===== config.mk =====
export PLATFORM = sky130hd
export DESIGN_NAME = park_gate_sequencer
export DESIGN_NICKNAME = d
export VERILOG_FILES = /design/src/rtl/park_pkg.sv /design/src/rtl/park_gate_sequencer_debounce.sv /design/src/rtl/park_gate_sequencer.sv
export SDC_FILE = /design/constraint.sdc
export NUM_CORES = 1
export LEC_CHECK = 0
export CAP_MARGIN = 20
export CORE_MARGIN = 4
export CORE_UTILIZATION = 55
export DETAILED_ROUTE_END_ITERATION = 10
export PLACE_DENSITY = 0.86
export SYNTH_ARGS = -nofsm -noshare
export SYNTH_HDL_FRONTEND = slang
export SYNTH_HIERARCHICAL = 1
export SYNTH_SLANG_ARGS = --single-unit

===== constraint.sdc =====
create_clock -name clk -period 1.49 [get_ports clk]
set_input_delay 0.3725 -clock clk [delete_from_list [all_inputs] [get_ports clk]]
set_output_delay 0.3725 -clock clk [all_outputs]
set_load 0.03 [all_outputs]

===== src/rtl/park_pkg.sv =====
// Shared types and defaults for the parking gate sequencer.
package park_pkg;

  // Gate FSM: entry path IN_*, exit path OUT_*
  typedef enum logic [2:0] {
    IDLE   = 3'd0,
    IN_A   = 3'd1,
    IN_AB  = 3'd2,
    IN_B   = 3'd3,
    OUT_B  = 3'd4,
    OUT_BA = 3'd5,
    OUT_A  = 3'd6
  } park_state_e;

  localparam int unsigned CAPACITY_DEF = 10;
  localparam int unsigned DEBOUNCE_DEF = 4;
  localparam int unsigned OCC_W        = 4;
  localparam int unsigned DB_CNT_W     = 8;

endpackage


===== src/rtl/park_gate_sequencer_debounce.sv =====
// Two-flop synchronizer followed by a stability-count debouncer for one beam.
module sensor_debounce
  import park_pkg::*;
#(
  parameter int unsigned DEBOUNCE = DEBOUNCE_DEF
) (
  input  logic clk,
  input  logic rst,
  input  logic raw,
  output logic clean
);

  logic                sync1_q, sync2_q;
  logic                clean_q, clean_d;
  logic [DB_CNT_W-1:0] cnt_q, cnt_d;

  // Bring the asynchronous beam into the clock domain
  always_ff @(posedge clk or negedge rst) begin
    if (!rst) begin
      sync1_q <= 1'b0;
      sync2_q <= 1'b0;
    end else begin
      sync1_q <= raw;
      sync2_q <= sync1_q;
    end
  end

  // Flip clean only after DEBOUNCE consecutive mismatching samples; any match restarts the count
  always_comb begin
    clean_d = clean_q;
    cnt_d   = '0;
    if (sync2_q != clean_q) begin
      if (cnt_q == DB_CNT_W'(DEBOUNCE - 1)) begin
        clean_d = sync2_q;
        cnt_d   = '0;
      end else begin
        cnt_d = cnt_q + DB_CNT_W'(1);
      end
    end
  end

  // Debouncer state register
  always_ff @(posedge clk or negedge rst) begin
    if (!rst) begin
      clean_q <= 1'b0;
      cnt_q   <= '0;
    end else begin
      clean_q <= clean_d;
      cnt_q   <= cnt_d;
    end
  end

  assign clean = clean_q;

endmodule


===== src/rtl/park_gate_sequencer.sv =====
// Two-beam parking gate: recognises entry/exit sequences, pulses the occupancy
// counter, drives the barrier and refuses entry when the lot is full.
module park_gate_sequencer
  import park_pkg::*;
#(
  parameter int unsigned CAPACITY = CAPACITY_DEF,
  parameter int unsigned DEBOUNCE = DEBOUNCE_DEF
) (
  input  logic             clk,
  input  logic             rst,
  input  logic             sensor_a,
  input  logic             sensor_b,
  input  logic [OCC_W-1:0] count,
  output logic             count_up,
  output logic             count_down,
  output logic             gate_open,
  output logic             full
);

  localparam logic [OCC_W-1:0] CAP = OCC_W'(CAPACITY);

  logic        a_db, b_db;
  logic [1:0]  ab;
  park_state_e state_q, state_d;
  logic        up_q, up_d, dn_q, dn_d, gate_q, full_q, full_d;

  sensor_debounce #(.DEBOUNCE(DEBOUNCE)) u_db_a (
    .clk(clk), .rst(rst), .raw(sensor_a), .clean(a_db)
  );
  sensor_debounce #(.DEBOUNCE(DEBOUNCE)) u_db_b (
    .clk(clk), .rst(rst), .raw(sensor_b), .clean(b_db)
  );

  assign ab     = {a_db, b_db};
  assign full_d = (count >= CAP);

  // Next-state and pulse decode from the debounced beam pair
  always_comb begin
    state_d = state_q;
    up_d    = 1'b0;
    dn_d    = 1'b0;
    unique case (state_q)
      IDLE: begin
        // Entry refused while full; a lone b (exit) is always accepted
        if (ab == 2'b10 && !full_q) state_d = IN_A;
        else if (ab == 2'b01)       state_d = OUT_B;
      end
      IN_A: begin
        if (ab == 2'b11)      state_d = IN_AB;
        else if (ab == 2'b00) state_d = IDLE;
      end
      IN_AB: begin
        if (ab == 2'b01)      state_d = IN_B;
        else if (ab == 2'b10) state_d = IN_A;
        else if (ab == 2'b00) state_d = IDLE;
      end
      IN_B: begin
        if (ab == 2'b00) begin
          state_d = IDLE;
          up_d    = 1'b1;
        end
      end
      OUT_B: begin
        if (ab == 2'b11)      state_d = OUT_BA;
        else if (ab == 2'b00) state_d = IDLE;
      end
      OUT_BA: begin
        if (ab == 2'b10)      state_d = OUT_A;
        else if (ab == 2'b01) state_d = OUT_B;
        else if (ab == 2'b00) state_d = IDLE;
      end
      OUT_A: begin
        if (ab == 2'b00) begin
          state_d = IDLE;
          dn_d    = 1'b1;
        end
      end
      default: state_d = IDLE;
    endcase
  end

  // State, pulses, barrier and full flag; barrier tracks the state it is entering
  always_ff @(posedge clk or negedge rst) begin
    if (!rst) begin
      state_q <= IDLE;
      up_q    <= 1'b0;
      dn_q    <= 1'b0;
      gate_q  <= 1'b0;
      full_q  <= 1'b0;
    end else begin
      state_q <= state_d;
      up_q    <= up_d;
      dn_q    <= dn_d;
      gate_q  <= (state_d != IDLE);
      full_q  <= full_d;
    end
  end

  assign count_up   = up_q;
  assign count_down = dn_q;
  assign gate_open  = gate_q;
  assign full       = full_q;

endmodule


**Word level (Yosys, flattened, before mapping)**

Cells that the tools add are included.

- Add/subtract/negate cells: 2
- Magnitude comparators: 1
- Equal/unequal tests: 13
- Multiplexer cells: 17
- Reduce and logical (&&, ||, !) cells: 8

Operators with widths:

| kind | count |
|---|---|
| $mux W8 | 4 |
| $mux W3 | 9 |
| $pmux W3 S6 | 1 |
| $add A8 B1 Y8 const B | 2 |
| $eq A8 B2 Y1 const B | 2 |
| $eq A3 B3 Y1 const B | 3 |
| $eq A3 B2 Y1 const B | 2 |
| $eq A2 B2 Y1 const B | 2 |
| $ge A4 B4 Y1 const B | 1 |
| $reduce_and A2 Y1 | 2 |
| $eq A3 B1 Y1 const B | 1 |
| $logic_not A3 Y1 | 1 |
| $mux W1 | 3 |
| $reduce_bool A3 Y1 | 1 |
| $eq A2 B1 Y1 const B | 1 |
| $logic_not A2 Y1 | 1 |
| $ne A1 B1 Y1 | 2 |
| $reduce_or A2 Y1 | 1 |
| $logic_and A1 B1 Y1 | 1 |
| $logic_not A1 Y1 | 1 |

- Flip-flop bits (word level): 29
- Input bits: 8
- Output and inout port bits: 4
- Logic and storage cells: 54

**Longest topological paths before layout**

Gate-level depths: netlist of run 1.

- Word-level depth: 6
- Mapped depth: 4
- Mapped depth without buffers: 4

**Modules after synthesis**

The synthesis of run 1 kept the hierarchy.

By module, submodules not included:

| module | times used | cells an instance | area each (um^2) | seq. area each (um^2) |
|---|---|---|---|---|
| sensor_debounce | 2 | 44 | 493.0 | 275.3 |
| park_gate_sequencer | 1 | 32 | 365.4 | 175.2 |

**Least setup slack after synthesis of run 1**

Ideal clock, no wire load.

- Kind: reg2reg
- Start: register u_db_a.cnt_q[0]
- End: register u_db_a.clean_q (netlist: u_db_a/clean)
- Setup time: 0.125 ns
- Arrival: 1.148 ns
- Data required time: 1.365 ns
- Setup slack: 0.218 ns
- Cell stages (with the launch flop): 5
- Buffers on the path: 0
- Period minus slack after synthesis: 1.272 ns
- Cell sequence: dfrtp_1 ha_1 nor4b_2 nand2_1 mux2_2

- Longest elaborated chain between the ends: 2

RTL lines:

| item | RTL line | RTL |
|---|---|---|
| from (decl) | park_gate_sequencer_debounce.sv:15 | `logic [DB_CNT_W-1:0] cnt_q, cnt_d;` |
| from (signal assigned) | park_gate_sequencer_debounce.sv:49 | `cnt_q <= cnt_d;` |
| $eq A8 B2 Y1 | park_gate_sequencer_debounce.sv:33 | `if (cnt_q == DB_CNT_W'(DEBOUNCE - 1)) begin` |
| $reduce_and A2 Y1 (no source line) | -- |  |
| to (signal assigned) | park_gate_sequencer_debounce.sv:48 | `clean_q <= clean_d;` |
| to (decl) | park_gate_sequencer_debounce.sv:14 | `logic clean_q, clean_d;` |

Every way passes these cells.
A chain may end at the register's enable or synchronous reset.

**Worst setup path in the final report of run 1**

- Start: register gate_q (netlist: gate_open)
- End: output port gate_open

RTL lines:

| item | RTL line | RTL |
|---|---|---|
| from (decl) | park_gate_sequencer.sv:25 | `logic up_q, up_d, dn_q, dn_d, gate_q, full_q, full_d;` |
| from (signal assigned) | park_gate_sequencer.sv:94 | `gate_q <= (state_d != IDLE);` |
| to (decl) | park_gate_sequencer.sv:16 | `output logic gate_open,` |

No word-level cell between the ends.

==> results of run 1 <==
power by group through the flow:
stage	logic, mW	registers, mW	clock network, mW
floorplan	0.650	1.11	0
global placement	0.661	1.19	0
detailed placement	0.717	1.22	0
CTS	0.707	1.20	0.685
global route	0.791	1.24	0.730
finish	0.698	1.20	0.657
per-layer routing:
layer  part of all wire, %  vias up
met3                   4.6        6
li1                      -      455
met1                    41      449
met2                    52       18
met4                   2.6        0
met5                     0        -
synth_stat cells (3+ instances only):
library cell,n
nor2_1,14
nand2_1,5
xnor2_1,5
nand3_1,8
nor3_1,3
or3_1,6
ha_1,4
o21ai_0,6
inv_1,4
dfrtp_1,29
a21oi_1,5
xor2_1,4
worst register-to-register path: stages, from the launching register on:
cell and delay (ns):
dfrtp_1 0.45, ha_1 0.19, nor4b_2 0.22, a21o_1 0.30, nor2_1 0.09
cells by family after synthesis:
| kind of cell | count (synthesis) |
|---|---|
| AO/OA/AOI/OAI | 23 |
| XOR/XNOR | 9 |
| AND/OR/NAND/NOR | 44 |
| flip-flops | 29 |
| buffers and inverters | 8 |
| adder cells (fa/ha/maj) | 4 |
| multiplexers | 3 |
metrics by stage:
| stage | cell area (µm²) | hold slack [ns] | util [%] | cells |
|---|---|---|---|---|
| 6_report | 1560 | 0.360 | 68.4 | 163 |
| 3_3_place_gp | 1480 | 0.338 | 64.9 | 155 |
| 3_5_place_dp | 1480 | 0.341 | 64.9 | 155 |
| 5_1_grt | 1560 | 0.386 | 68.4 | 163 |
| 2_1_floorplan | 1350 | 0.0769 | - | 120 |
| 4_1_cts | 1560 | 0.361 | 68.5 | 163 |
timing repair:
item | 4_1_cts | 5_1_grt
setup buffers | 0 | 0
resized for setup | 5 | 4
endpoints found under the setup margin | 4 | 4
cloned | 0 | 0
layout make-up:
class,instances,share of cell area [%]
multi-input combinational,83,37.4
sequential,29,46.6
tap,28,2.25
clock buffer,7,3.53
timing repair buffer,11,7.31
inverter,4,0.964
clock inverter,1,1.93
worst paths after layout:
check,from,endpoint,slack [ns],cells after the start
max reg2reg,u_db_a/cnt_q[0],u_db_a/cnt_q[4],0.13,4
min,u_db_a/sync1_q,u_db_a/sync2_q,0.36,0
min reg2reg,u_db_a/sync1_q,u_db_a/sync2_q,0.36,0
max,gate_open,gate_open,0.07,1
min in group asynchronous,rst,u_db_b/cnt_q[4],0.40,2
max in group asynchronous,rst,u_db_b/sync2_q,0.93,2
==> flow_summary.toml, run 1 <==
[run]
maxCapViolCount = 0

[yosys]
synth_top_area_cell = "dfrtp_1"
synth_xor_area_share_pct = 5.83
synthSimpleGateAreaFrac_pct = 19.4
syn_area_um2 = 1350
syn_avg_cell_area_um2 = 11.3
syn_nets = 132
synth_fa_ha_area_share_pct = 3.70
synth_edf_count = 0
synth_top_area_share_pct = 53.7
synth-seq-cells = 29
synth_compound_area_share_pct = 11.7
synth_top_family_by_area = "simple AND/OR/NAND/NOR gates"
ys_types = 31
synth_ff_type = "dfrtp_1"
netlist_instances = 120
ys_warn_count = 6
synth_area_leaders = "dfrtp_1, nor2_1, ha_1, xnor2_1, nand3_1"
ys_async_sr_fraction_pct = 100
synth_mux_area_share_pct = 2.41
yosysSeqAreaShare_pct = 53.7

[global_route]
use_met3_pct = 6.33
top_usage_layer = "met2"
grt_pass1_wl_mm = 4.11
grt_pass1_vias = 943
grt_use_total_pct = 17.1
grt_max_degree = 30
met1_usage_pct = 18.4
antenna_found_initial = 0
grt-ovfl-total = 0
grt_use_met2_pct = 28.5

[worst_hold_path]
hold_class = "reg -> reg"

[clock_tree]
cts_sinks = 29
clkLatencyLatePin_ns = 0.32
cts_tree = "done"
cts-hold-fix-buffers = 0
clock_path_buffers = 2
clkTransAtPathRegs_ns = 0.09
cts_made_buffers = 5
clockRootBuffer = "clkbuf_4"
htree_levels = 2

[pwr]
power.total_mw = 2.56
p_sw_mw = 0.882
combPwrFrac_pct = 27.3
p_leak_nw = 0.684
p_per_area_nw_per_um2 = 1640
power.share.switching_pct = 34.5
intPower_mw = 1.68
pwr-share-seq_pct = 47.0
clkPwrFrac_pct = 25.7
vdd_drop_max_uv = 1160

[setup_path]
crit_family = "buffers and inverters"
worstPathMaxFanout = 1
path_class = "reg -> out"
critPathMaxStageDelay_ns = 0.39
worst_setup_path_start_kind = "flop"
crit_path_end_kind = "output pin"
arrival_ns = 1.05
crit_buf_inv = 1
required_ns = 1.12
crit_chain = "dlygate4sd2_1"
cp_slowest_cell = "dlygate4sd2_1"

[floorplanning]
io_pins = 12
die_h_um = 57.6
fp-row-count = 17
die_w_um = 57.6
coreArea_um2 = 2280
initial_core_util_pct = 59.4
fp.dieArea_um2 = 3310

[sta]
final_max_slew_viol_count = 0
rsz0062_at_grt = "no"
max_freq_mhz = 705
setup_viol = 0
hold_violations = 0
tns_ns = 0
layout_setup_ws_ns = 0.0721
slew_headroom_pct = 77.4
tightest_slew_ns = 0.339
finClkSkew_ns = 0.00947
timing.final.crit_share_pct = 95.2
min_period_ns = 1.42

[final_layout]
antenna_cells = 0
nNetsFinal = 146
final_common_cell = "dfrtp_1"
multiInputGateArea_um2 = 583
reg_top3 = "u_db_a/cnt_q (8), u_db_b/cnt_q (8), state_q (3)"
layout-drive-gt1-share_pct = 16.3
fillers = 172
area_delta_synth_final_pct = 15.3
regArea_um2 = 726
layout_common_cells = "dfrtp_1, nor2_1, nand3_1"

[placement]
pre_cts_ws_ns = 0.0862
portBuffers = 10
hpwl_mm = 1.73
place_congestion = 0.805

[drt]
num_vias = 928
drt_wl_total_mm = 2.38
drt-initial-drc-count = 19
viasPerCell = 5.69
drcViolationCount = 0
drt_first_pass_iters = 4
drtAntennaViolNets = 0
routedWlPerCell_um = 14.6

[run_status]
status = "finished, final reports clean"
(Power assumes the default switching activity.)
==> run 2: changes to the inputs <==
GPL_ROUTABILITY_DRIVEN = 0   (was unset)
==> results of run 2 <==
Same layout as run 1: the final DEF is identical, and so are final timing and power.
==> run 3: changes to the inputs <==
CTS_CLUSTER_SIZE = 8   (was unset)
GPL_ROUTABILITY_DRIVEN = unset   (was 0)
==> results of run 3 <==
Same layout as run 1: the final DEF is identical, and so are final timing and power.
